**src/rtl/traffic_pkg.sv**
```systemverilog
// Shared types and constants for the intersection phase controller:
// phase encoding, one-hot lamp codes, timer width and the traffic comparator.
package traffic_pkg;

   localparam int TMR_W = 6;

   typedef enum logic [2:0] {
      S_MG, S_MY, S_AR1, S_SG, S_SY, S_AR2, S_WALK
   } phase_e;

   // Lamp codes are one-hot {R,Y,G}
   localparam logic [2:0] LT_R = 3'b100;
   localparam logic [2:0] LT_Y = 3'b010;
   localparam logic [2:0] LT_G = 3'b001;

   typedef struct packed {
      logic m_gts;   // main level greater than side level
      logic m_lts;   // main level less than side level
   } traffic_cmp_t;

   function automatic traffic_cmp_t traffic_comp(input logic [2:0] main_lvl,
                                                 input logic [2:0] side_lvl);
      traffic_cmp_t cmp;
      cmp.m_gts = (main_lvl > side_lvl);
      cmp.m_lts = (main_lvl < side_lvl);
      return cmp;
   endfunction

endpackage

```
**src/rtl/traffic_phase_ctrl_if.sv**
```systemverilog
// Sensor/button inputs and lamp-driver outputs of the phase controller.
// The master side drives sensors; the slave side is the controller itself.
interface traffic_phase_ctrl_if;

   logic       tick;
   logic       ped_btn;
   logic [2:0] main_traffic;
   logic [2:0] side_traffic;
   logic [2:0] main_light;
   logic [2:0] side_light;
   logic       walk;
   logic       ped_pending;
   logic       phase_tick;

   modport master (
      output tick, ped_btn, main_traffic, side_traffic,
      input  main_light, side_light, walk, ped_pending, phase_tick
   );

   modport slave (
      input  tick, ped_btn, main_traffic, side_traffic,
      output main_light, side_light, walk, ped_pending, phase_tick
   );

endinterface

```
**src/rtl/traffic_phase_ctrl_phase_timer.sv**
```systemverilog
// Loadable down-counter for phase duration; advances only on tick and
// flags zero so the controller knows the current phase has expired.
module phase_timer
   import traffic_pkg::*;
#(
   parameter logic [TMR_W-1:0] RESET_VAL = '0
) (
   input  logic             clk,
   input  logic             rst,
   input  logic             i_tick,
   input  logic             i_load,
   input  logic [TMR_W-1:0] i_load_val,
   output logic             o_zero
);

   logic [TMR_W-1:0] r_count;

   // NOTE: async reset in the sensitivity list, and <= for every state update so
   // all flops sample their inputs from before the edge.
   always_ff @(posedge clk or posedge rst) begin
      if (rst) begin
         r_count <= RESET_VAL;
      end else if (i_load) begin
         r_count <= i_load_val;
      end else if (i_tick && (r_count != '0)) begin
         r_count <= r_count - 1'b1;
      end
   end

   assign o_zero = (r_count == '0);

endmodule

```
**src/rtl/traffic_phase_ctrl.sv**
```systemverilog
// Intersection phase sequencer: explicit FSM over the light phases, green split
// chosen from traffic levels sampled at main-green entry, latched pedestrian service.
module traffic_phase_ctrl
   import traffic_pkg::*;
#(
   parameter int BASE_GREEN  = 12,
   parameter int EXTRA_GREEN = 4,
   parameter int YELLOW_T    = 2,
   parameter int ALL_RED_T   = 2,
   parameter int WALK_T      = 10
) (
   input  logic                 clk,
   input  logic                 reset,
   traffic_phase_ctrl_if.slave  bus
);

   localparam logic [TMR_W-1:0] LD_BASE  = TMR_W'(BASE_GREEN - 1);
   localparam logic [TMR_W-1:0] LD_LONG  = TMR_W'(BASE_GREEN + EXTRA_GREEN - 1);
   localparam logic [TMR_W-1:0] LD_YEL   = TMR_W'(YELLOW_T - 1);
   localparam logic [TMR_W-1:0] LD_AR    = TMR_W'(ALL_RED_T - 1);
   localparam logic [TMR_W-1:0] LD_WALK  = TMR_W'(WALK_T - 1);

   phase_e           r_state;
   phase_e           w_next_state;
   traffic_cmp_t     r_cmp;
   traffic_cmp_t     w_entry_cmp;
   logic             r_ped_pending;
   logic             r_phase_tick;
   logic             w_zero;
   logic             w_advance;
   logic [TMR_W-1:0] w_load_val;

   assign w_advance   = bus.tick && w_zero;
   assign w_entry_cmp = traffic_comp(bus.main_traffic, bus.side_traffic);

   phase_timer #(.RESET_VAL(LD_AR)) u_timer (
      .clk        (clk),
      .rst        (reset),
      .i_tick     (bus.tick),
      .i_load     (w_advance),
      .i_load_val (w_load_val),
      .o_zero     (w_zero)
   );

   always_ff @(posedge clk or posedge reset) begin
      if (reset) begin
         r_state <= S_AR2;
      end else if (w_advance) begin
         r_state <= w_next_state;
      end
   end

   // NOTE: every always_comb output gets a default first so no path infers a latch.
   always_comb begin
      w_next_state = S_MG;
      case (r_state)
         S_MG:    w_next_state = S_MY;
         S_MY:    w_next_state = S_AR1;
         S_AR1:   w_next_state = S_SG;
         S_SG:    w_next_state = S_SY;
         S_SY:    w_next_state = S_AR2;
         S_AR2:   w_next_state = r_ped_pending ? S_WALK : S_MG;
         default: w_next_state = S_MG;
      endcase
   end

   // MG length uses the levels seen this clk, since they become the held compare
   always_comb begin
      w_load_val = LD_AR;
      case (w_next_state)
         S_MG:          w_load_val = w_entry_cmp.m_gts ? LD_LONG : LD_BASE;
         S_SG:          w_load_val = r_cmp.m_lts       ? LD_LONG : LD_BASE;
         S_MY, S_SY:    w_load_val = LD_YEL;
         S_WALK:        w_load_val = LD_WALK;
         default:       w_load_val = LD_AR;
      endcase
   end

   always_ff @(posedge clk or posedge reset) begin
      if (reset) begin
         r_cmp         <= '0;
         r_ped_pending <= 1'b0;
         r_phase_tick  <= 1'b0;
      end else begin
         r_phase_tick <= w_advance;
         if (w_advance && (w_next_state == S_MG)) begin
            r_cmp <= w_entry_cmp;
         end
         // Entering WALK clears the request even if the button is still pressed
         if (w_advance && (w_next_state == S_WALK)) begin
            r_ped_pending <= 1'b0;
         end else if (bus.ped_btn) begin
            r_ped_pending <= 1'b1;
         end
      end
   end

   always_comb begin
      bus.main_light = LT_R;
      bus.side_light = LT_R;
      bus.walk       = 1'b0;
      case (r_state)
         S_MG:    bus.main_light = LT_G;
         S_MY:    bus.main_light = LT_Y;
         S_SG:    bus.side_light = LT_G;
         S_SY:    bus.side_light = LT_Y;
         S_WALK:  bus.walk       = 1'b1;
         default: ;
      endcase
      bus.ped_pending = r_ped_pending;
      bus.phase_tick  = r_phase_tick;
   end

endmodule

```
**src/flat_wrapper.sv**
```systemverilog
// flat-port wrapper written by rule: the top's interface ports become plain ports
module traffic_phase_ctrl_flat import traffic_pkg::*;
#(
   parameter int BASE_GREEN  = 12,
   parameter int EXTRA_GREEN = 4,
   parameter int YELLOW_T    = 2,
   parameter int ALL_RED_T   = 2,
   parameter int WALK_T      = 10
)
  (clk, reset, bus_tick, bus_ped_btn, bus_main_traffic, bus_side_traffic, bus_main_light, bus_side_light, bus_walk, bus_ped_pending, bus_phase_tick);
  traffic_phase_ctrl_if bus_i ();
  input  logic clk;
  input  logic reset;
  input wire logic [$bits(bus_i.tick)-1:0] bus_tick;
  input wire logic [$bits(bus_i.ped_btn)-1:0] bus_ped_btn;
  input wire logic [$bits(bus_i.main_traffic)-1:0] bus_main_traffic;
  input wire logic [$bits(bus_i.side_traffic)-1:0] bus_side_traffic;
  output wire logic [$bits(bus_i.main_light)-1:0] bus_main_light;
  output wire logic [$bits(bus_i.side_light)-1:0] bus_side_light;
  output wire logic [$bits(bus_i.walk)-1:0] bus_walk;
  output wire logic [$bits(bus_i.ped_pending)-1:0] bus_ped_pending;
  output wire logic [$bits(bus_i.phase_tick)-1:0] bus_phase_tick;
  assign bus_i.tick = bus_tick;
  assign bus_i.ped_btn = bus_ped_btn;
  assign bus_i.main_traffic = bus_main_traffic;
  assign bus_i.side_traffic = bus_side_traffic;
  assign bus_main_light = bus_i.main_light;
  assign bus_side_light = bus_i.side_light;
  assign bus_walk = bus_i.walk;
  assign bus_ped_pending = bus_i.ped_pending;
  assign bus_phase_tick = bus_i.phase_tick;
  traffic_phase_ctrl #(.BASE_GREEN(BASE_GREEN), .EXTRA_GREEN(EXTRA_GREEN), .YELLOW_T(YELLOW_T), .ALL_RED_T(ALL_RED_T), .WALK_T(WALK_T)) u_core (.clk(clk), .reset(reset), .bus(bus_i));
endmodule
```
**config.mk**
```make
export PLATFORM = sky130hd
export DESIGN_NAME = traffic_phase_ctrl_flat
export DESIGN_NICKNAME = d
export VERILOG_FILES = /design/src/rtl/traffic_pkg.sv /design/src/rtl/traffic_phase_ctrl_if.sv /design/src/rtl/traffic_phase_ctrl_phase_timer.sv /design/src/rtl/traffic_phase_ctrl.sv /design/src/flat_wrapper.sv
export SDC_FILE = /design/constraint.sdc
export NUM_CORES = 1
export LEC_CHECK = 0
export ABC_AREA = 1
export BUFFER_PORTS_ARGS = -buffer_cell sky130_fd_sc_hd__clkbuf_2
export CAP_MARGIN = 30
export CORE_AREA = 2 2 52 54
export CTS_BUF_LIST = sky130_fd_sc_hd__clkbuf_2
export CTS_CLUSTER_DIAMETER = 50
export DETAILED_ROUTE_END_ITERATION = 10
export DIE_AREA = 0 0 54 56
export SYNTH_ARGS = -nofsm -noshare
export SYNTH_HDL_FRONTEND = slang
export SYNTH_HIERARCHICAL = 1
export SYNTH_SLANG_ARGS = --single-unit
```
**constraint.sdc**
```tcl
create_clock -name clk -period 2.83 [get_ports clk]
set_clock_uncertainty 0.2 [all_clocks]
set_input_delay 0.1415 -clock clk [delete_from_list [all_inputs] [get_ports clk]]
set_output_delay 0.1415 -clock clk [all_outputs]
set_load 0.05 [all_outputs]
```
# [Word-level counts from Yosys, hierarchy flattened]
# Cells that the tools add are included.
[word_totals] word_cells=38 reg_bits=12
[op_classes] eq_ne=8 addsub=1 muxes=12 reduce_logical=10 n_lt_le_gt_ge=2
[ops] op="one-hot mux 3 bit (6 select lines)" count=1
[ops] op="one-hot mux 6 bit (3 select lines)" count=1
[ops] op="equality test 3 bit, second input constant" count=4
[ops] op="2-to-1 mux 6 bit" count=2
[ops] op="one-hot mux 3 bit (2 select lines)" count=2
[ops] op="equality test 3 x 2 -> 1 bit, second input constant" count=3
[ops] op="2-to-1 mux 3 bit" count=3
[ops] op="zero test 3 bit" count=2
[ops] op="zero test 6 bit" count=1
[ops] op="nonzero test 6 bit" count=1
[ops] op="subtractor 6 x 1 -> 6 bit, second input constant" count=1
[ops] op="logical AND 1 bit" count=4
[ops] op="nonzero test 2 bit" count=2
[ops] op="equality test 3 x 1 -> 1 bit, second input constant" count=1
[ops] op="greater-than comparator 3 bit" count=1
[ops] op="less-than comparator 3 bit" count=1
[ops] op="2-to-1 mux 1 bit" count=3

# [Longest topological paths before layout]
# Gate-level depths: netlist (run 1).
[depth] word_depth=5 ltp_mapped=11

# [Modules after synthesis]
# Netlist (run 1), hierarchy kept.
[modules_own_cells] module="traffic_phase_ctrl" n_inst=1 cells_per_inst=73 area_each_um2=486.7
[modules_own_cells] module="phase_timer" n_inst=1 cells_per_inst=56 area_each_um2=455.4

# [Worst setup path before layout (run 1)]
# OpenSTA, ideal clock, no wires.
[synth_timing] path_type="reg-to-output" startpoint="reg u_core.r_state[2]" endpoint="out bus_side_light[2]" n_path_buf=0 arrival_time_ps=1661 path_stages_with_launch=5 setup_slack_ps=828 path_cell_list="dfstp_2 -> inv_2 -> nand3_1 -> inv_1 -> nor2_1"
[synth_between] elab_chain_len=2
[synth_rtl] element="start: declaration" line_no="traffic_phase_ctrl.sv:23" rtl="phase_e r_state;"
[synth_rtl] element="start signal: assignment" line_no="traffic_phase_ctrl.sv:49" rtl="r_state <= w_next_state;"
[synth_rtl] element="equality test 3 bit or equality test 3 x 2 -> 1 bit (tied branches)" line_no="traffic_phase_ctrl.sv:102" rtl="case (r_state)"
[synth_rtl] element="one-hot mux 3 bit (2 select lines) *" line_no="traffic_phase_ctrl.sv:102"
[synth_rtl] element="end: declaration" line_no="flat_wrapper.sv:19" rtl="output wire logic [$bits(bus_i.side_light)-1:0] bus_side_light;"
# Mark *: on every way between the ends. The rest lies on a longest branch, timed or not.

# [Worst setup path after layout (run 1)]
[layout_timing] startpoint="reg u_core.u_timer.r_count[0]" endpoint="reg u_core.u_timer.r_count[1]"
[layout_between] elab_chain_len=3
[layout_rtl] element="start: declaration" line_no="traffic_phase_ctrl_phase_timer.sv:16" rtl="logic [TMR_W-1:0] r_count;"
[layout_rtl] element="start signal: assignment" line_no="traffic_phase_ctrl_phase_timer.sv:24" rtl="r_count <= i_load_val;"
[layout_rtl] element="start signal: assignment" line_no="traffic_phase_ctrl_phase_timer.sv:26" rtl="r_count <= r_count - 1'b1;"
[layout_rtl] element="zero test 6 bit *" line_no="traffic_phase_ctrl_phase_timer.sv:30" rtl="assign o_zero = (r_count == '0);"
[layout_rtl] element="named net u_core.w_zero" line_no="traffic_phase_ctrl.sv:29" rtl="logic w_zero;"
[layout_rtl] element="logical AND 1 bit *" line_no="traffic_phase_ctrl.sv:33" rtl="assign w_advance = bus.tick && w_zero;"
[layout_rtl] element="named net u_core.w_advance" line_no="traffic_phase_ctrl.sv:30" rtl="logic w_advance;"
[layout_rtl] element="2-to-1 mux 6 bit or nonzero test 2 bit (tied branches)"
# The timed path passes the listed nets; every way through them passes the cells marked *. The select of a mux whose other input is x is not followed.
# A chain may end at the register's enable or synchronous reset.

==> results of run 1 <==
-- cell usage after synthesis --
cell       n
a22oi_1    1
dfstp_2    3
nand2_1   37
nor2_8     1
ha_1       5
o21ai_2    2
a21oi_1    2
xor2_1     1
o21ai_0    2
nand3b_1   1
clkinv_1   1
nor2_1     8
dfrtp_1    9
inv_2      2
nand2_2    2
nand3_1   15
o22ai_1    1
nand2_4    2
nand4_1    2
nand3_2    5
inv_1     19
nor2_4     2
conb_1     2
buf_6      1
buf_2      1
xnor2_1    2
-- stage by stage --
| stage | cell area (um^2) | setup WS, ns | utilization [%] |
|---|---|---|---|
| after CTS | 1110 | 0.654 | 45.5 |
| after global routing | 1110 | 0.418 | 45.5 |
| final | 1110 | 0.654 | 45.5 |
| after floorplan | 946 | 0.828 | - |
| after global placement | 1060 | 0.740 | 43.5 |
| after detailed placement | 1060 | 0.682 | 43.5 |
-- kinds of logic (layout without fill, tap and decap cells) --
family,after synthesis,count (layout)
AO/OA/AOI/OAI,8,8
flip-flops,12,12
adder cells (fa/ha/maj),5,5
other,2,3
XOR/XNOR,3,3
AND/OR/NAND/NOR,75,75
buffers and inverters,24,47
-- repair_timing --
item                                   in CTS  in global routing
endpoints found under the hold margin      14                  0
hold buffers                                3                  0
setup endpoints to repair                   0                  0
-- sequential cells by signal, summed over array words and instances (netlist names) --
name and cells:
u_core/u_timer/r_count 6, u_core/bus.ped_pending 1, u_core/bus.phase_tick 1, u_core/r_state 3
u_core/r_cmp 1
-- report_power, final --
| part | internal (W) | switching, W | total (W) | leakage [nW] |
|---|---|---|---|---|
| combinational | 0.000224 | 0.000471 | 0.000695 | 0.476 |
| sequential | 0.000253 | 0.0000933 | 0.000346 | 0.143 |
| clock | 0.0000307 | 0.0000582 | 0.0000889 | 0.0140 |
| total | 0.000508 | 0.000622 | 0.00113 | 0.634 |
-- critical path: cells and delay by family (launching register included) --
kind                       cells  cell delay, ns
DFF                            1            0.55
adders and majority gates      1            0.23
AOI/OAI and AO/OA              1            0.05
buffers and inverters          4            0.64
and+or+nand+nor                4            0.41
-- placed cells by master, fill, tap and decap left out --
master / count
dlygate4sd3_1: 3
nor2_8: 1
xor2_1: 1
nand3b_1: 1
nand2_1: 37
nand4_1: 2
ha_1: 5
o22ai_1: 1
nand3_1: 15
conb_1: 3
dfstp_2: 3
inv_2: 2
a22oi_1: 1
inv_1: 19
dfrtp_1: 9
nand3_2: 5
nor2_4: 2
clkinv_1: 2
o21ai_0: 2
nand2_2: 2
nor2_1: 8
o21ai_2: 2
nand2_4: 2
xnor2_1: 2
clkbuf_2: 21
a21oi_1: 2
-- per-layer routing --
metal | track usage [%] | up-vias | routed length, um
met5 | 0 | - | 0
met4 | 8.21 | 0 | 39
met3 | 4.30 | 4 | 85
met2 | 26.0 | 19 | 1000
met1 | 16.4 | 404 | 859
li1 | - | 447 | -
-- path summary, 6_finish.rpt --
path                                           start                   endpoint  slack (ns)  cells past startpoint
max in group asynchronous                      reset          u_core/r_state[2]        2.02                      3
setup / recovery           u_core/u_timer/r_count[0]  u_core/u_timer/r_count[1]        0.65                     10
min in group clk                 bus_main_traffic[2]            u_core/r_cmp[0]        0.19                      7
setup reg to reg           u_core/u_timer/r_count[0]  u_core/u_timer/r_count[1]        0.65                     10
hold / removal                                 reset     u_core/bus.ped_pending        0.11                      3
hold reg to reg                      u_core/r_cmp[0]            u_core/r_cmp[0]        0.30                      2
-- layout make-up --
cell class	count	share of cell area, %
Clock buffer	3	1.36
Clock inverter	1	0.339
Inverter	22	7.47
Multi-Input combinational cell	94	49.1
Sequential cell	12	27.5
Tap cell	30	3.39
Timing Repair Buffer	21	10.9
==> results.toml, run 1 <==
[synthesis]
synth_compound_gate_area_share_pct = 5.44
synthXorXnorAreaFrac_pct = 2.79
ys.warnings.count = 6
yosys.area_share.simple_pct = 41.6
yosysUniqueCellTypes = 26
post_synth_instance_area_um2 = 942
post_synth_fa_ha_maj_area_fraction_pct = 6.64
post_synth_mux_area_share_pct = 0
yosys_register_bits = 12
synth_largest_area_cell = "dfrtp_1"
synth.yosys.seq_area_share_pct = 32.3
synth_top_family_by_area = "simple AND/OR/NAND/NOR gates"
synth_top_cell_area_share_pct = 23.9
post_synth.cell_area_avg_um2 = 7.30
syn_inst = 129
post_synth_main_area_contributors = "dfrtp_1 (24%), nand2_1 (15%), dfstp_2 (8.4%)"

[placement]
io_buffer_count = 18
hpwl_um = 1610
dpl.cell_count = 176
routability_congestion = 0.835

[grt]
grt.total_usage_pct = 15.3
grt_first_pass_wirelength_um = 3350
global_route.overflow_total = 0
antenna_found_initial = 0
pin_count_of_the_biggest_net_entering_global_routing = 16
grt_pass1_vias = 845

[status]
status = "complete, no violations"

[layout]
syn_to_final_growth_pct = 17.4
insertedDiodeCount = 0
layout.filler_cells = 257
finish.cell_count_without_fillers = 183
multi_input_area_um2 = 543
sequential_cell_area_um2 = 304
finish.net_count = 169
post_route_cells_drive_above_1_share_pct = 26.1

[floorplanning]
rows = 18
core_um2 = 2430
die_width_um = 54
initial_core_util_pct = 38.7
die_height_um = 56
pin_count = 19
floorplan.die_area_um2 = 3020

[cts]
clock_path_buffers = 2
clock_insertion_delay_worst_skew_ns = 0.27
ctsResizeCount = 0
tritoncts = "yes"
cts.htree.levels = 1
cts_buffers = 3
cts_root_buffer = "clkbuf_2"
post_cts.repair.setup_buffers = 0
cts.clk_slew.worst_paths_ns = 0.14
tritoncts_num_sinks = 12

[setup_path]
cp_cell_sequence = "inv_1, ha_1, nand3_2, inv_1, nand2_1, inv_1, inv_1, nand2_4, nand2_1, o21ai_2"
worst-endpoint-required_ns = 2.81
critical-path-top-cell-by-count = "inv_1"
setup.worst_path.end_class = "flop"
timing.critical_path.fanout_max = 15
path_class = "flop to flop"
slowest_stage = "dfstp_2"
timing.critical_path.from_type = "flop"
timing.critical_path.arrival_ns = 2.16
cp_slowest_stage_delay_ns = 0.55

[drt]
drc = 0
drt_iter0_markers = 18
totalWireLength_um = 1990
via_count = 874
drt_first_pass_iters = 4
avgRoutedWirePerCell_um = 10.9
per_cell_via_count_in_the_routed_design = 4.78
drtAntennaViolNets = 0

[timing]
fin_worst_hold_slack_ns = 0.114
fin_tns_setup_ns = 0
maxClockFrequency_ghz = 0.460
rsz0062_at_grt = "no"
final.min_clock_period_ns = 2.18
finalSetupViolCount = 0
period_share_pct = 76.9
slew_violations = 0
timing_hold_violations_final = 0

[pwr]
vdd_ir_drop_max_mv = 0.555
post-layout-total-power_w = 0.00113
cellPowerDensity_nw_per_um2 = 1020
power_leakage_nw = 0.634

[run]
max_capacitance_violation_count = 0

[min_path]
hp-class = "input pin to asynchronous set/reset pin"
Note: power is estimated with default switching activity, not from simulation.
==> run 2, diff against run 1 <==
==> constraint.sdc (replaced) <==
create_clock -name clk -period 2.1 [get_ports clk]
set_clock_uncertainty 0.2 [all_clocks]
set_input_delay 0.105 -clock clk [delete_from_list [all_inputs] [get_ports clk]]
set_output_delay 0.105 -clock clk [all_outputs]
set_load 0.05 [all_outputs]
==> run 2 against run 1 <==
  * Final cell count grew 1.1%
  * Sequential cell count is the same
  * Clock-buffer cell count unchanged
  * Die area stayed put
  * Sequential power is 35% higher
  * Global-route usage shrank 1.8 points
  * Via count fell by 2.4%
  * Hold slack got worse by 0.035 ns
  * Setup slack got worse by 0.49 ns
  * Final area increased by 1.4%
==> results.toml, run 2 (synthesized netlist as in run 1, its figures left out) <==
[drt]
drt_iter0_markers = 29
avgRoutedWirePerCell_um = 10.0
per_cell_via_count_in_the_routed_design = 4.61
drt_first_pass_iters = 4
via_count = 853
totalWireLength_um = 1850
drtAntennaViolNets = 0
drc = 0

[layout]
largest_reg_flops = 6
fin_util_pct = 46.1
layout_commonest_cell = "nand2_1"
reg_top3 = "u_core/u_timer/r_count: 6 flops, u_core/r_state: 3 flops"
finish.net_count = 171
insertedDiodeCount = 0
regMostFlops = "u_core/u_timer/r_count"
most-common-layout-cells = "nand2_1 (37), clkbuf_2 (21), inv_1 (19)"
syn_to_final_growth_pct = 19.0
post_route_cells_drive_above_1_share_pct = 27.1
postLayoutCellArea_um2 = 1120
layout.filler_cells = 251

[floorplanning]
initial_core_util_pct = 38.7
floorplan.die_area_um2 = 3020
die_width_um = 54
pin_count = 19
rows = 18
core_um2 = 2430
die_height_um = 56

[pwr]
power_leakage_nw = 0.643
cellPowerDensity_nw_per_um2 = 1360
vdd_ir_drop_max_mv = 0.945
seq_power_share_pct = 30.6
swShare_pct = 54.3
p_int_w = 0.000696
power.share.combinational_pct = 61.9
clock_power_share_pct = 7.6
net_sw_power_w = 0.000827

[grt]
grt.total_usage_pct = 13.5
grt_first_pass_wirelength_um = 3010
global_route.overflow_total = 0
grt_pass1_vias = 757
antenna_found_initial = 0
pin_count_of_the_biggest_net_entering_global_routing = 10

[cts]
cts_root_buffer = "clkbuf_2"
cts.clk_slew.worst_paths_ns = 0.12
hold_buffers = 3
ctsResizeCount = 0
clock_path_buffers = 2
cts.htree.levels = 1
clock_insertion_delay_worst_skew_ns = 0.26
cts_buffers = 3
tritoncts = "yes"
post_cts.repair.setup_buffers = 0
tritoncts_num_sinks = 12

[status]
status = "complete, no violations"

[timing]
final.min_clock_period_ns = 1.94
period_share_pct = 92.4
slew_violations = 0
rsz0062_at_grt = "no"
finalSetupViolCount = 0
fin_tns_setup_ns = 0
maxClockFrequency_ghz = 0.515
timing_hold_violations_final = 0

[run]
max_capacitance_violation_count = 0

[setup_path]
timing.critical_path.arrival_ns = 1.91
setup.worst_path.end_class = "flop"
timing.critical_path.from_type = "flop"
worst-endpoint-required_ns = 2.07
timing.critical_path.fanout_max = 9
path_class = "flop to flop"

[placement]
routability_congestion = 0.732
io_buffer_count = 18
hpwl_um = 1520
place_area_um2 = 1070

[min_path]
hp-class = "input pin to asynchronous set/reset pin"
[run 2: changes by cell type in the layout (fill, tap and decap cells not counted)]
cell	before	now
buf_4	0	2
[run 2: through the flow]
| step | std cells | setup WS (ns) | total power [W] | hold slack, ns |
|---|---|---|---|---|
| after floorplan | 130 | 0.0997 | 0.00123 | -0.305 |
| after global placement | 178 | 0.231 | 0.00140 | -0.171 |
| after CTS | 185 | 0.152 | 0.00154 | 0.0691 |
| final | 185 | 0.159 | 0.00152 | 0.0793 |
| after detailed placement | 178 | 0.164 | 0.00141 | -0.171 |
| after global routing | 185 | 0.0826 | 0.00165 | 0.0785 |
[run 2: area by class of cell]
type,count,area [um^2],area share [%]
inverters,22,82.6,7.37
repair buffers,23,135,12.1
flip-flops and latches,12,304,27.1
clock inverters,1,3.75,0.335
multi-input cells,94,543,48.4
well taps,30,37.5,3.35
clock buffers,3,15.0,1.34
[run 2: metal layers]
metal | routed length [um] | global-route usage (%) | part of all wire, % | vias to the layer above
met2 | 904 | 23.0 | 49 | 11
met3 | 58 | 3.23 | 3.1 | 2
met4 | 17 | 7.50 | 0.92 | 0
met5 | 0 | 0 | 0 | -
li1 | - | - | - | 450
met1 | 869 | 14.7 | 47 | 390
[run 2: final timing paths]
check	from	endpoint	slack (ns)	cells past startpoint
hold reg to reg	u_core/r_cmp[0]	u_core/r_cmp[0]	0.32	2
hold / removal	reset	u_core/bus.ped_pending	0.08	3
setup reg to reg	u_core/u_timer/r_count[0]	u_core/u_timer/r_count[1]	0.16	10
max in group asynchronous	reset	u_core/u_timer/r_count[0]	1.33	3
setup / recovery	u_core/u_timer/r_count[0]	u_core/u_timer/r_count[1]	0.16	10
min in group clk	bus_main_traffic[2]	u_core/r_cmp[0]	0.16	7
[run 2: power groups by stage]
stage          Sequential (W)  Clock [W]  Combinational (W)
5_1_grt              0.000477   0.000134            0.00104
6_report             0.000466   0.000115           0.000942
3_5_place_dp         0.000469          0           0.000939
3_3_place_gp         0.000470          0           0.000929
4_1_cts              0.000465   0.000124           0.000947
2_1_floorplan        0.000441          0           0.000792
[run 2: critical path, cell delays in order (launching register included)]
cell,delay (ns)
dfstp_2,0.54
inv_1,0.10
ha_1,0.23
nand3_2,0.10
inv_1,0.04
nand2_1,0.06
inv_1,0.15
inv_1,0.21
nand2_4,0.09
nand2_1,0.07
o21ai_2,0.05
==> run 3, diff against run 2 <==
--- a/config.mk
+++ b/config.mk
@@ -6,13 +6,13 @@
 export NUM_CORES = 1
 export LEC_CHECK = 0
 export ABC_AREA = 1
-export BUFFER_PORTS_ARGS = -buffer_cell sky130_fd_sc_hd__clkbuf_2
 export CAP_MARGIN = 30
 export CORE_AREA = 2 2 52 54
 export CTS_BUF_LIST = sky130_fd_sc_hd__clkbuf_2
 export CTS_CLUSTER_DIAMETER = 50
 export DETAILED_ROUTE_END_ITERATION = 10
 export DIE_AREA = 0 0 54 56
+export DONT_BUFFER_PORTS = 1
 export SYNTH_ARGS = -nofsm -noshare
 export SYNTH_HDL_FRONTEND = slang
 export SYNTH_HIERARCHICAL = 1
==> run 3 against run 2 <==
  * Sequential cell count unchanged
  * Global-route usage up 1.3 points
  * Combinational power down 3.2%
  * Setup slack better by 0.038 ns
  * Routed wire length up 1.8%
  * Non-clock buffer count down 11
  * Critical path depth unchanged
==> results.toml, run 3 (synthesized netlist as in run 1, its figures left out) <==
[placement]
routability_congestion = 0.735
io_buffer_count = 0
hpwl_um = 1480
pre_cts_ws_ns = 0.197

[layout]
syn_to_final_growth_pct = 15.7
layout.filler_cells = 243
layout_commonest_cell = "nand2_1"
reg_top3 = "u_core/u_timer/r_count: 6 flops, u_core/r_state: 3 flops"
most-common-layout-cells = "nand2_1 (37), inv_1 (18), nand3_1 (15)"
sequential_cell_area_um2 = 304
post_route_cells_drive_above_1_share_pct = 21.5
multi_input_area_um2 = 543
insertedDiodeCount = 0
regMostFlops = "u_core/u_timer/r_count"
fin_util_pct = 44.8
largest_reg_flops = 6
finish.net_count = 160

[cts]
clock_insertion_delay_worst_skew_ns = 0.28
cts_buffers = 3
cts_root_buffer = "clkbuf_2"
cts.htree.levels = 1
tritoncts = "yes"
cts.clk_slew.worst_paths_ns = 0.15
clock_path_buffers = 2
tritoncts_num_sinks = 12

[grt]
pin_count_of_the_biggest_net_entering_global_routing = 10
global_route.overflow_total = 0
grt_first_pass_wirelength_um = 3330
antenna_found_initial = 0
grt.total_usage_pct = 14.8
grt_pass1_vias = 824

[floorplanning]
core_um2 = 2430
pin_count = 19
die_width_um = 54
die_height_um = 56
floorplan.die_area_um2 = 3020
initial_core_util_pct = 38.7
rows = 18

[timing]
rsz0062_at_grt = "no"
final.min_clock_period_ns = 1.90
slew_violations = 0
maxClockFrequency_ghz = 0.525
period_share_pct = 90.6
fin_tns_setup_ns = 0
finalWorstSetupSlack_ns = 0.197
timing_hold_violations_final = 0
finalSetupViolCount = 0

[setup_path]
setup.worst_path.end_class = "flop"
cp_slowest_stage_delay_ns = 0.55
timing.critical_path.arrival_ns = 1.90
path_class = "flop to flop"
slowest_stage = "dfstp_2"
timing.critical_path.from_type = "flop"
timing.critical_path.fanout_max = 9
cp_cell_sequence = "inv_1, ha_1, nand3_2, inv_1, nand2_1, inv_2, buf_4, nor2_4, nand2_1, nand3_2"
worst-endpoint-required_ns = 2.10

[drt]
via_count = 839
drtAntennaViolNets = 0
drc = 0
per_cell_via_count_in_the_routed_design = 4.82
drt_iter0_markers = 9
avgRoutedWirePerCell_um = 10.8
drt_first_pass_iters = 4
totalWireLength_um = 1880

[pwr]
clock_power_share_pct = 8.7
cellPowerDensity_nw_per_um2 = 1400
power.share.combinational_pct = 59.6
vdd_ir_drop_max_mv = 0.916
swShare_pct = 54.2
seq_power_share_pct = 31.7
power_leakage_nw = 0.601
net_sw_power_w = 0.000830
p_int_w = 0.000701

[status]
status = "complete, no violations"

[min_path]
hp-class = "input pin to flop"

[run]
max_capacitance_violation_count = 0
run 3: worst paths after layout:
kind,end,start,slack [ns],cells after the start
min in group asynchronous,u_core/r_cmp[0],reset,0.55,3
worst min-delay path,u_core/r_cmp[0],bus_main_traffic[2],0.06,6
worst min register to register,u_core/r_cmp[0],u_core/r_cmp[0],0.31,2
worst max-delay path,u_core/u_timer/r_count[4],u_core/u_timer/r_count[0],0.20,10
worst max register to register,u_core/u_timer/r_count[4],u_core/u_timer/r_count[0],0.20,10
max in group asynchronous,u_core/bus.ped_pending,reset,0.42,4
run 3: routing by layer:
layer / vias to the layer above / wire [um] / track usage [%]
met1: 387 / 842 / 17.0
met5: - / 0 / 0
li1: 432 / - / -
met4: 0 / 33 / 7.86
met2: 16 / 939 / 24.6
met3: 4 / 68 / 3.49
run 3: area by class of cell:
type / instances / area share [%]
clock buffer: 4 / 1.84
inverter: 22 / 7.58
multi-input combinational: 94 / 49.8
sequential: 12 / 27.9
tap: 30 / 3.44
timing repair buffer: 12 / 9.41
run 3: metrics by stage:
step	total power, W	instances	area [um^2]	hold WS, ns
after floorplan	0.00123	130	946	-0.305
after global placement	0.00138	165	1020	-0.269
after detailed placement	0.00139	165	1020	-0.263
after CTS	0.00153	174	1090	0.0531
after global routing	0.00167	174	1090	0.0827
final	0.00153	174	1090	0.0648
run 3: what timing repair did:
item                       CTS  global route
resized for setup            0             1
hold buffers                 5             0
setup endpoints to repair    0             2
buffers inserted             0             0
hold endpoints to repair    22             0
run 3: power by group through the flow:
stage	clock network (W)	registers [W]	logic (W)
3_3_place_gp	0	0.000486	0.000897
4_1_cts	0.000139	0.000482	0.000913
6_report	0.000133	0.000485	0.000912
2_1_floorplan	0	0.000441	0.000792
3_5_place_dp	0	0.000485	0.000901
5_1_grt	0.000150	0.000502	0.00102
run 3: critical path: cells and delay by family (launching register included):
family	cells	cell delay (ns)
buffers and inverters	4	0.40
DFF	1	0.55
and+or+nand+nor	5	0.44
adders and majority gates	1	0.23
